File: config.mk
export PLATFORM = sky130hd
export DESIGN_NAME = mul_final_add_flat
export DESIGN_NICKNAME = d
export VERILOG_FILES = /design/src/rtl/mul_pkg.sv /design/src/rtl/mul_final_add_if.sv /design/src/rtl/add32_c.sv /design/src/rtl/mul_final_add.sv /design/src/flat_wrapper.sv
export SDC_FILE = /design/constraint.sdc
export NUM_CORES = 1
export LEC_CHECK = 0
export CAP_MARGIN = 25
export CORE_MARGIN = 3
export CORE_UTILIZATION = 39
export DETAILED_ROUTE_END_ITERATION = 16
export GPL_TIMING_DRIVEN = 1
export PLACE_DENSITY = 0.73
export SLEW_MARGIN = 20
export SYNTH_ARGS = -nofsm -noshare
export SYNTH_HDL_FRONTEND = slang
export SYNTH_SLANG_ARGS = --single-unit
File: constraint.sdc
create_clock -name clk -period 4 [get_ports clk]
set_input_delay 0.8 -clock clk [delete_from_list [all_inputs] [get_ports clk]]
set_output_delay 0.8 -clock clk [all_outputs]
set_load 0.03 [all_outputs]
File: src/rtl/mul_pkg.sv
// Shared multiplier definitions: opcode encoding and result-word selection.
package mul_pkg;

  typedef enum logic [1:0] {
    MUL_W   = 2'd0,
    MULH_W  = 2'd1,
    MULH_WU = 2'd2,
    RSVD    = 2'd3
  } mul_op_t;

  // High-word ops take product[63:32]. Signedness was already folded in upstream.
  function automatic logic selects_high(mul_op_t op);
    return (op == MULH_W) || (op == MULH_WU);
  endfunction

endpackage

File: src/rtl/mul_final_add_if.sv
// Carry-save input and selected-result output bundle between the multiplier and writeback.
interface mul_final_add_if #(parameter int XLEN = 32);
  import mul_pkg::*;

  logic              in_valid;
  mul_op_t           in_op;
  logic [4:0]        in_rd;
  logic [2*XLEN-1:0] in_tmp1;
  logic [2*XLEN-1:0] in_tmp2;

  logic              out_valid;
  logic [4:0]        out_rd;
  logic [XLEN-1:0]   out_result;

  modport master (
    output in_valid, in_op, in_rd, in_tmp1, in_tmp2,
    input  out_valid, out_rd, out_result
  );

  modport slave (
    input  in_valid, in_op, in_rd, in_tmp1, in_tmp2,
    output out_valid, out_rd, out_result
  );
endinterface

File: src/rtl/add32_c.sv
// Word-wide adder with carry-in and carry-out; one half of the 64-bit resolve.
module add32_c #(
  parameter int W = 32
) (
  input  logic [W-1:0] a,
  input  logic [W-1:0] b,
  input  logic         cin,
  output logic [W-1:0] sum,
  output logic         cout
);

  assign {cout, sum} = {1'b0, a} + {1'b0, b} + {{W{1'b0}}, cin};

endmodule

File: src/rtl/mul_final_add.sv
// Two-stage carry-propagate resolve of the multiplier's carry-save pair, followed by
// low/high word selection. Stage A adds the low halves, stage B adds the high halves
// with the low carry and holds the selected word for writeback.
module mul_final_add
  import mul_pkg::*;
#(
  parameter int XLEN = 32
) (
  input  logic           clk,
  input  logic           rstn,
  input  logic           flush,
  input  logic           stall,
  mul_final_add_if.slave bus,
  output logic           busy
);

  logic [XLEN-1:0] lo_sum;
  logic            lo_cout;
  logic [XLEN-1:0] hi_sum;
  logic            hi_cout_unused;

  logic            a_valid;
  logic [XLEN-1:0] a_lo;
  logic            a_c32;
  logic [XLEN-1:0] a_hi1;
  logic [XLEN-1:0] a_hi2;
  mul_op_t         a_op;
  logic [4:0]      a_rd;

  logic            b_valid;
  logic [4:0]      b_rd;
  logic [XLEN-1:0] b_result;

  add32_c #(.W(XLEN)) u_add_lo (
    .a    (bus.in_tmp1[XLEN-1:0]),
    .b    (bus.in_tmp2[XLEN-1:0]),
    .cin  (1'b0),
    .sum  (lo_sum),
    .cout (lo_cout)
  );

  // The product wraps modulo 2^64, so the top carry-out is discarded.
  add32_c #(.W(XLEN)) u_add_hi (
    .a    (a_hi1),
    .b    (a_hi2),
    .cin  (a_c32),
    .sum  (hi_sum),
    .cout (hi_cout_unused)
  );

  // Stage A: capture the low sum, its carry and the untouched high halves.
  always_ff @(posedge clk) begin
    if (!rstn) begin
      a_valid <= 1'b0;
      a_lo    <= '0;
      a_c32   <= 1'b0;
      a_hi1   <= '0;
      a_hi2   <= '0;
      a_op    <= MUL_W;
      a_rd    <= '0;
    end else if (flush) begin
      a_valid <= 1'b0;
    end else if (!stall) begin
      a_valid <= bus.in_valid;
      if (bus.in_valid) begin
        a_lo  <= lo_sum;
        a_c32 <= lo_cout;
        a_hi1 <= bus.in_tmp1[2*XLEN-1:XLEN];
        a_hi2 <= bus.in_tmp2[2*XLEN-1:XLEN];
        a_op  <= bus.in_op;
        a_rd  <= bus.in_rd;
      end
    end
  end

  // Stage B: finish the high half and latch the word the opcode asks for.
  always_ff @(posedge clk) begin
    if (!rstn) begin
      b_valid  <= 1'b0;
      b_rd     <= '0;
      b_result <= '0;
    end else if (flush) begin
      b_valid <= 1'b0;
    end else if (!stall) begin
      b_valid <= a_valid;
      if (a_valid) begin
        b_rd     <= a_rd;
        b_result <= selects_high(a_op) ? hi_sum : a_lo;
      end
    end
  end

  assign bus.out_valid  = b_valid;
  assign bus.out_rd     = b_rd;
  assign bus.out_result = b_result;
  assign busy           = a_valid | b_valid;

endmodule

File: src/flat_wrapper.sv
// flat-port wrapper written by rule: the top's interface ports become plain ports
module mul_final_add_flat import mul_pkg::*;
#(
  parameter int XLEN = 32
)
  (clk, rstn, flush, stall, busy, bus_in_valid, bus_in_op, bus_in_rd, bus_in_tmp1, bus_in_tmp2, bus_out_valid, bus_out_rd, bus_out_result);
  mul_final_add_if #(.XLEN(XLEN)) bus_i ();
  input  logic clk;
  input  logic rstn;
  input  logic flush;
  input  logic stall;
  output logic busy;
  input wire logic [$bits(bus_i.in_valid)-1:0] bus_in_valid;
  input wire logic [$bits(bus_i.in_op)-1:0] bus_in_op;
  input wire logic [$bits(bus_i.in_rd)-1:0] bus_in_rd;
  input wire logic [$bits(bus_i.in_tmp1)-1:0] bus_in_tmp1;
  input wire logic [$bits(bus_i.in_tmp2)-1:0] bus_in_tmp2;
  output wire logic [$bits(bus_i.out_valid)-1:0] bus_out_valid;
  output wire logic [$bits(bus_i.out_rd)-1:0] bus_out_rd;
  output wire logic [$bits(bus_i.out_result)-1:0] bus_out_result;
  assign bus_i.in_valid = bus_in_valid;
  assign bus_i.in_op = bus_in_op;
  assign bus_i.in_rd = bus_in_rd;
  assign bus_i.in_tmp1 = bus_in_tmp1;
  assign bus_i.in_tmp2 = bus_in_tmp2;
  assign bus_out_valid = bus_i.out_valid;
  assign bus_out_rd = bus_i.out_rd;
  assign bus_out_result = bus_i.out_result;
  mul_final_add #(.XLEN(XLEN)) u_core (.clk(clk), .rstn(rstn), .flush(flush), .stall(stall), .bus(bus_i), .busy(busy));
endmodule
==> results_dict.tcl, run 1 <==
set metrics [dict create \
    rr_startpoint "u_core.a_c32" \
    syn_nets 1290 \
    clock_latency_ps 430 \
    utilization_pct 53.11 \
    intPower_mw 2.778 \
    ys_ff_latch 143 \
    crit_end "u_core.a_lo[30]" \
    final_common_cell "nand2_1" \
    synth_fa_ha_area_share_pct 10.02 \
    die_height_um 152.2 \
    drtIter0Drc 383 \
    cts_tree "done" \
    clock_sinks 143 \
    p_clk_share_pct 43.1 \
    final.setup.worst_slack_ps 628.6 \
    skew_ps 8.720 \
    area_growth_pct 31.34 \
    h-tree-depth 4 \
    pin_count 179 \
    avgSynthCellArea_um2 7.687 \
    worst_path_dominant_cell_family "compound AO/OA/AOI/OAI gates" \
    period_needed_ps 3371 \
    setup_viol 0 \
    max_cap_violations 0 \
    grt.total_usage_pct 19.23 \
    stdcell_count 1514 \
    critical_path.cell_chain "clkdlybuf4s50_1 > ha_1 > fa_1 > a211oi_1 > o21ai_1 > a31oi_2 > o22ai_1 > nor2_2 > o31ai_1 > and3_1 > o2111ai_1 > o211ai_1" \
    wl_per_cell_um 15.14 \
    hold_path.class "flip-flop to flip-flop" \
    chipWidth_um 152.2 \
    swShare_pct 25.63 \
    arrival_ps 3680 \
    initial_core_util_pct 40.44 \
    power.density_nw_per_um2 341.1 \
    dp_hpwl_um 17050 \
    r2r_cells 11 \
    cts_setup_buffers 0 \
    slew_violations 0 \
    startpoint_type "input pin" \
    startpoint "bus_in_tmp2[0]" \
    antenna_left 0 \
    p_switching_mw 0.9577 \
    diodes 0 \
    coreArea_um2 20620 \
    yosys.area_share.xor_xnor_pct 4.935 \
    syn_inst 1085 \
    cp_num_buf_inv 1 \
    ys_seq_area_share_pct 34.32 \
    outcome "complete, no violations" \
    drive_above_1_share_pct 5.064 \
    cts_root_buffer "clkbuf_16" \
    reg2reg_setup_slack_ps 670 \
    ys_warn_count 0 \
    rsz0062_at_grt "false" \
    synthSimpleGateAreaFrac_pct 20.69 \
    synth.area.mux_share_pct 0.4950 \
    slew-limit-headroom_pct 48.71 \
    slowest_delay_ps 430 \
    crit_path_end_kind "flip-flop" \
    place_congestion 0.8887 \
    max_freq_mhz 296.6 \
    grt_pass1_vias 7783 \
    grt_overflow_total 0 \
    vias 8086 \
    cp.required_ps 4300 \
    power_mw 3.736 \
    most-common-layout-cells "260 x nand2_1, 178 x clkdlybuf4s50_1, 159 x a21oi_1, 143 x dfxtp_1, 62 x ha_1" \
    remaining_drc_errors 0 \
    dr.pass1.iters 5 \
    preCtsSetupSlack_ps 192.8 \
    postCtsResizedCells 0 \
    worst_pin_slew_ps 767.5 \
    antenna_found_initial 0 \
    viasPerCell 5.341 \
    critPathKind "input pin to flip-flop" \
    place_inst 1483 \
    min_period_over_period_pct 84.29 \
    synth_area_um2 8340 \
    synth_edf_count 0 \
    path_depth 12 \
    dominantRegCellSynth "dfxtp_1" \
    leakagePower_nw 4.296 \
    critPathMaxFanout 4 \
    clk_pin_slew_ps 60 \
    synth_top_family_by_area "compound AO/OA/AOI/OAI gates" \
    cts_buffers 17 \
    r2r-end "u_core.bus.out_result[30]" \
    io_buffers 178 \
    finalHoldViolCount 0 \
    synthArstFlopShare_pct 0 \
    grt_pass1_wl_um 37210 \
    synth_compound_area_share_pct 26.18 \
    wl_um 22930 \
    cts_hold_buffers 0 \
    clockBufferDepth 2 \
    vdd_drop_max_v 0.0002767 \
    fin_nets 1437 \
    pwr-share-seq_pct 40.1 \
    rows 52 \
    finalSetupTns_ps 0 \
    slowest_stage "fa_1" \
    dieArea_um2 23180 \
    combinationalPowerShare_pct 16.8 \
    grt_start_max_net_pins 58 \
    ys_types 61 \
]
flip-flops by register name (all words and copies together) (netlist names):
register               count
u_core.a_c32               1
u_core.a_hi1              32
u_core.a_hi2              32
u_core.a_lo               32
u_core.a_op                2
u_core.a_rd                5
u_core.a_valid             1
u_core.bus.out_rd          5
u_core.bus.out_result     32
u_core.bus.out_valid       1
power by group through the flow:
stage / sequential, mW / clock (mW) / combinational (mW)
4_1_cts: 1.50 / 1.63 / 0.631
5_1_grt: 1.50 / 1.69 / 0.699
2_1_floorplan: 1.53 / 0 / 0.373
3_3_place_gp: 1.53 / 0 / 0.619
3_5_place_dp: 1.53 / 0 / 0.627
6_report: 1.50 / 1.61 / 0.628
routing by layer:
metal | GRT usage [%] | share of wire, % | vias to the layer above
li1 | - | - | 4142
met1 | 23.94 | 44 | 3712
met2 | 32.43 | 48 | 203
met3 | 5.254 | 5.7 | 29
met4 | 6.079 | 2.0 | 0
met5 | 0 | 0 | -
cell families after synthesis:
family | count (synthesis)
compound gates | 346
xor+xnor | 47
buf+inv | 74
mux | 4
fa+ha+maj | 65
simple gates | 406
flops | 143
cell type report:
cell class                 instances  area (um2)
inverter                          13       50.05
sequential                       143        2863
fill                            1967        9671
clock inverter                    11       140.1
timing repair buffer             189        1877
multi-input combinational        868        5230
tap                              270       337.8
clock buffer                      20       456.7
through the flow:
stage               hold WS, ps  area (um2)
finish                    451.3       10950
CTS                       452.4       10950
floorplan                 431.6        8341
global route              464.4       10950
global placement          435.1       10360
detailed placement        444.0       10360
how the worst min path moves through the flow:
| stage | startpoint | to | slack [ps] | cells past startpoint |
|---|---|---|---|---|
| final | u_core.a_lo[6] | u_core.a_lo[6] | 450 | 2 |
| after global routing | u_core.a_rd[0] | u_core.a_rd[0] | 460 | 2 |
| after CTS | u_core.a_lo[6] | u_core.a_lo[6] | 450 | 2 |
| after detailed placement | u_core.a_lo[6] | u_core.a_lo[6] | 440 | 2 |
| after global placement | u_core.a_rd[3] | u_core.bus.out_rd[3] | 440 | 2 |
| after floorplan | u_core.a_lo[21] | u_core.a_lo[21] | 430 | 2 |
Yosys cell counts, drive strengths merged, types with 2 or more instances:
cell      n  area (um2)
o31ai     3       27.52
and3     11       68.82
o21ai    39       210.2
o21bai    9       67.56
dfxtp   143        2863
or3       9       56.30
o21a      7       52.55
a211oi   17       147.6
clkbuf   55       206.5
nand2   260       975.9
inv      13       48.80
a21o     37       277.8
nor4      2       12.51
a311oi   12       111.4
nand4    11       68.82
a21boi    5       41.29
a211o     3       26.28
nand2b    8       50.05
o22ai     3       18.77
o211ai   13       102.6
nand3    25       125.1
mux2i     3       30.03
nor2     51       193.9
a41oi     2       25.03
nor2b     5       33.78
a31oi    23       150.1
buf       6       25.02
nor3     12       60.06
ha       62       775.7
or2       3       18.77
and4      2       17.52
o221ai    4       35.03
xor2     20       175.2
a21oi   159       795.8
fa        3       60.06
and2      7       43.79
a41o      2       20.02
xnor2    27       236.5
worst register-to-register path, delay by kind of cell, from the launching register on:
family / cells / cell delay, ps
AOI/OAI and AO/OA: 8 / 1770
adders and majority gates: 2 / 890
DFF: 1 / 380
xor gates and xnor gates: 1 / 170
Power figures use the tool's default switching activity.
==> run 2, diff against run 1 <==
Settings changed: PLACE_DENSITY 0.73 to 0.75.
Clock period 4 ns to 3.1 ns, I/O delays scaled along.
==> run 2 against run 1 <==
Against the previous run: first-iteration DRC count grew 7.8%; cell area grew 4.2%; utilization is 2.3 points higher; routed wire length up 2.4%; sequential share of layout area down 1.0 points; clock skew increased by 4.4 ps; largest cell class unchanged.
==> results_dict.tcl, run 2 (same netlist as run 1, synthesis figures left out) <==
set metrics [dict create \
    coreArea_um2 20620 \
    clock_sinks 143 \
    dr.pass1.iters 5 \
    fin_nets 1482 \
    max_cap_violations 0 \
    critPathKind "flip-flop to flip-flop" \
    leakagePower_nw 4.555 \
    final_common_cell "nand2_1" \
    slew-limit-headroom_pct 44.87 \
    clk_pin_slew_ps 60 \
    power_mw 5.061 \
    grt_start_max_net_pins 106 \
    h-tree-depth 4 \
    hold_path.class "flip-flop to flip-flop" \
    startpoint_type "flip-flop" \
    dp_hpwl_um 17380 \
    place_area_um2 10680 \
    cts_tree "done" \
    remaining_drc_errors 0 \
    final_area_um2 11420 \
    viasPerCell 5.345 \
    most-common-layout-cells "260 x nand2_1, 178 x clkdlybuf4s50_1, 157 x a21oi_1, 141 x dfxtp_1, 62 x ha_1" \
    initial_core_util_pct 40.44 \
    rsz0062_at_grt "true" \
    drive_above_1_share_pct 8.992 \
    area_growth_pct 36.92 \
    min_period_over_period_pct 97.92 \
    cts_root_buffer "clkbuf_16" \
    diodes 0 \
    setup_viol 0 \
    grt.total_usage_pct 19.55 \
    clockBufferDepth 2 \
    grt_overflow_total 0 \
    wl_um 23480 \
    period_needed_ps 3035 \
    grt_pass1_wl_um 38230 \
    cp.required_ps 3390 \
    cts_buffers 17 \
    vias 8338 \
    io_buffers 178 \
    antenna_left 0 \
    rows 52 \
    arrival_ps 3330 \
    wl_per_cell_um 15.05 \
    place_congestion 0.9148 \
    die_height_um 152.2 \
    pin_count 179 \
    crit_path_end_kind "flip-flop" \
    worst_pin_slew_ps 822.9 \
    drtIter0Drc 413 \
    power.density_nw_per_um2 443.1 \
    grt_pass1_vias 8056 \
    max_freq_mhz 329.4 \
    outcome "complete, no violations" \
    vdd_drop_max_v 0.0003078 \
    chipWidth_um 152.2 \
    cts_hold_buffers 0 \
    finalHoldViolCount 0 \
    dieArea_um2 23180 \
    critPathMaxFanout 3 \
    antenna_found_initial 0 \
    clock_latency_ps 430 \
    skew_ps 13.10 \
    slew_violations 0 \
]
## run 2: changes by cell type in the layout (fill, tap and decap cells not counted), sizes merged
cell / change
clkinv: -1
bufinv: +2
buf: +45
clkbuf: +1
clkinvlp: -1
## run 2: path summary, 6_finish.rpt
check | startpoint | cells after the start | slack [ps] | end
worst max-delay path | u_core.a_hi2[0] | 11 | 60 | u_core.bus.out_result[30]
worst min-delay path | u_core.a_lo[17] | 2 | 450 | u_core.a_lo[17]
worst max register to register | u_core.a_hi2[0] | 11 | 60 | u_core.bus.out_result[30]
worst min register to register | u_core.a_lo[17] | 2 | 450 | u_core.a_lo[17]
## run 2: per-layer routing
layer | wire (um) | up-vias | track usage, %
li1 | - | 4219 | -
met3 | 1246 | 29 | 4.601
met2 | 11350 | 204 | 33.09
met1 | 10510 | 3886 | 24.93
met4 | 374 | 0 | 5.608
met5 | 0 | - | 0
## run 2: report_power, final
part	internal, mW	total [mW]	switching (mW)
combinational	0.458	0.892	0.433
sequential	1.90	1.94	0.0395
clock	1.44	2.23	0.789
## run 2: worst max-delay path, cell delays in order (launching register included)
cell and delay, ps:
dfxtp_2 330, fa_2 410, fa_2 390, a211oi_4 290, o21bai_2 110, a211oi_2 280
o31ai_2 110, a41o_1 250, a41o_1 310, a21oi_2 150, xor2_1 190, a21oi_1 90
## run 2: layout make-up
cell class	instances	area (um2)
Fill cell	1896	9205
Clock buffer	21	450.4
Tap cell	270	337.8
Sequential cell	143	2865
Clock inverter	11	187.7
Inverter	13	50.05
Multi-Input combinational cell	868	5289
Timing Repair Buffer	234	2240
## run 2: metrics by stage
step | utilization (%) | instances | TNS (ps) | hold WS [ps] | setup slack (ps)
after global routing | 55.37 | 1560 | -99.73 | 471.0 | -39.45
after CTS | 55.07 | 1557 | 0 | 452.4 | 8.683
final | 55.37 | 1560 | 0 | 450.5 | 64.52
after global placement | 51.80 | 1523 | -3071 | 435.1 | -298.7
after floorplan | - | 1085 | 0 | 431.6 | 174.8
after detailed placement | 51.80 | 1523 | -4421 | 443.6 | -393.6
## run 2: timing repair
action | CTS | global route
buffers inserted | 2 | 3
pin swaps | 6 | 11
resized for setup | 6 | 7
endpoints found under the setup margin | 7 | 17
==> run 3, diff against run 2 <==
Settings changed: CORE_ASPECT_RATIO from default to 0.6, MAX_ROUTING_LAYER from default to met4.
==> run 3 against run 2 <==
Against the previous run: clock skew barely moved; worst hold slack improved by 5.6 ps; critical endpoint unchanged; largest power group unchanged; routed wire length rose by 5.7%; sequential power barely moved; sequential share of layout area barely moved; largest cell class unchanged; first-iteration DRC count rose by 52%; non-clock buffer count rose by 2.
==> results_dict.tcl, run 3 (same netlist as run 1, synthesis figures left out) <==
set metrics [dict create \
    cpMostUsedCell "fa_2" \
    hold_path.class "flip-flop to flip-flop" \
    final_common_cell "nand2_1" \
    min_to "u_core.a_lo[21]" \
    cts_tree "done" \
    m1WireLength_um 12540 \
    die_height_um 119.3 \
    place_congestion 0.9034 \
    clk_pin_slew_ps 70 \
    rows 40 \
    diodes 0 \
    regArea_um2 2867 \
    wl_per_cell_um 15.85 \
    min_period_over_period_pct 98.77 \
    slew-limit-headroom_pct 54.44 \
    p_switching_mw 1.412 \
    wl_met3_um 1555 \
    slew_violations 0 \
    setup_viol 0 \
    grt_overflow_total 0 \
    critPathKind "flip-flop to flip-flop" \
    grt_pass1_vias 7942 \
    cp_num_buf_inv 0 \
    multi_input_area_um2 5311 \
    max_freq_mhz 326.6 \
    coreArea_um2 20470 \
    grt_start_max_net_pins 109 \
    drive_above_1_share_pct 9.520 \
    initial_core_util_pct 40.75 \
    pin_count 179 \
    arrival_ps 3370 \
    slowest_delay_ps 420 \
    drtIter0Drc 627 \
    antenna_found_initial 0 \
    leakagePower_nw 4.544 \
    clock_latency_ps 430 \
    max_cap_violations 0 \
    io_buffers 178 \
    vias 8398 \
    hold_depth 2 \
    most-common-layout-cells "260 x nand2_1, 178 x clkdlybuf4s50_1, 158 x a21oi_1, 142 x dfxtp_1, 62 x ha_1" \
    viasPerCell 5.366 \
    reg2reg_setup_slack_ps 40 \
    dr.max_layer_used "met4" \
    critPathMaxFanout 3 \
    cts_root_buffer "clkbuf_16" \
    r2r-end "u_core.bus.out_result[30]" \
    intPower_mw 3.503 \
    h-tree-depth 4 \
    cp.required_ps 3410 \
    power.density_nw_per_um2 430.6 \
    grt.total_usage_pct 21.42 \
    fillCellCount 1898 \
    p_clk_share_pct 42.2 \
    rsz0062_at_grt "true" \
    dp_hpwl_um 18660 \
    area_growth_pct 36.86 \
    utilization_pct 55.76 \
    remaining_drc_errors 0 \
    place_inst 1528 \
    critical_path.cell_chain "fa_2 > fa_2 > a211oi_4 > o21bai_2 > a211oi_2 > o31ai_2 > a41o_1 > a41o_4 > a21oi_2 > xor2_1 > a21oi_1" \
    swShare_pct 28.74 \
    startpoint_type "flip-flop" \
    stdcell_count 1565 \
    clockBufferDepth 2 \
    worst_path_dominant_cell_family "compound AO/OA/AOI/OAI gates" \
    pwr-share-seq_pct 39.3 \
    outcome "complete, no violations" \
    finalHoldViolCount 0 \
    chipWidth_um 194.8 \
    met2_length_um 10370 \
    clock_sinks 143 \
    hp-start "u_core.a_lo[21]" \
    period_needed_ps 3062 \
    fin_nets 1484 \
    worst_pin_slew_ps 680.1 \
    crit_path_end_kind "flip-flop" \
    skew_ps 13.56 \
    vdd_drop_max_v 0.0003910 \
    antenna_left 0 \
    dr.pass1.iters 5 \
    cts_buffers 17 \
    slowest_stage "fa_2" \
    wl_um 24810 \
    dieArea_um2 23230 \
    r2r_cells 11 \
    finalSetupTns_ps 0 \
    grt_pass1_wl_um 40090 \
    combinationalPowerShare_pct 18.5 \
    rr_startpoint "u_core.a_c32" \
]
[run 3: power groups by stage]
stage | Clock, mW | Sequential [mW] | Combinational (mW)
floorplan | 0 | 1.97 | 0.482
global route | 2.19 | 1.94 | 1.00
detailed placement | 0 | 1.97 | 0.881
finish | 2.07 | 1.93 | 0.909
CTS | 2.10 | 1.93 | 0.887
global placement | 0 | 1.97 | 0.871
[run 3: layout make-up]
class                           instances  share of cell area [%]
Clock buffer                           17                   3.727
Clock inverter                         15                   1.447
Inverter                               13                  0.4385
Multi-Input combinational cell        868                   46.53
Sequential cell                       143                   25.11
Tap cell                              273                   2.992
Timing Repair Buffer                  236                   19.75
[run 3: through the flow]
stage	total power, mW	setup slack, ps	hold WS [ps]	cell area (um2)
finish	4.915	38.07	456.1	11410
global route	5.130	-93.82	477.3	11410
CTS	4.918	5.835	456.3	11300
detailed placement	2.856	-343.3	446.0	10700
global placement	2.844	-291.7	437.2	10700
floorplan	2.452	174.8	431.6	8341
[run 3: worst max path at each step]
stage	from	end	slack, ps	depth (start not counted)
2_1_floorplan	u_core.a_hi2[0]	u_core.bus.out_result[30]	170	11
3_3_place_gp	bus_in_tmp2[0]	u_core.a_lo[30]	-290	12
3_5_place_dp	bus_in_tmp2[0]	u_core.a_lo[30]	-340	12
4_1_cts	u_core.a_hi2[0]	u_core.bus.out_result[30]	6	11
5_1_grt	u_core.a_c32	u_core.bus.out_result[30]	-90	11
6_report	u_core.a_c32	u_core.bus.out_result[30]	40	11
[run 3: tightest hold or removal path, delay by kind of cell (launching register included)]
kind,cells,cell delay [ps]
AOI/OAI and AO/OA,1,50
and+or+nand+nor,1,50
DFF,1,310
[run 3: per-layer routing]
| layer | vias to the layer above | global-route usage [%] |
|---|---|---|
| li1 | 4227 | - |
| met1 | 3910 | 31.14 |
| met2 | 233 | 30.43 |
| met3 | 28 | 4.269 |
| met4 | 0 | 5.251 |
| met5 | - | - |
[run 3: timing repair]
item / in CTS / in global routing
setup buffers: 0 / 5
endpoints found under the hold margin: 0 / 0
pin swaps: 2 / 21
hold buffers: 0 / 0
resized for setup: 5 / 12
setup endpoints to repair: 6 / 19
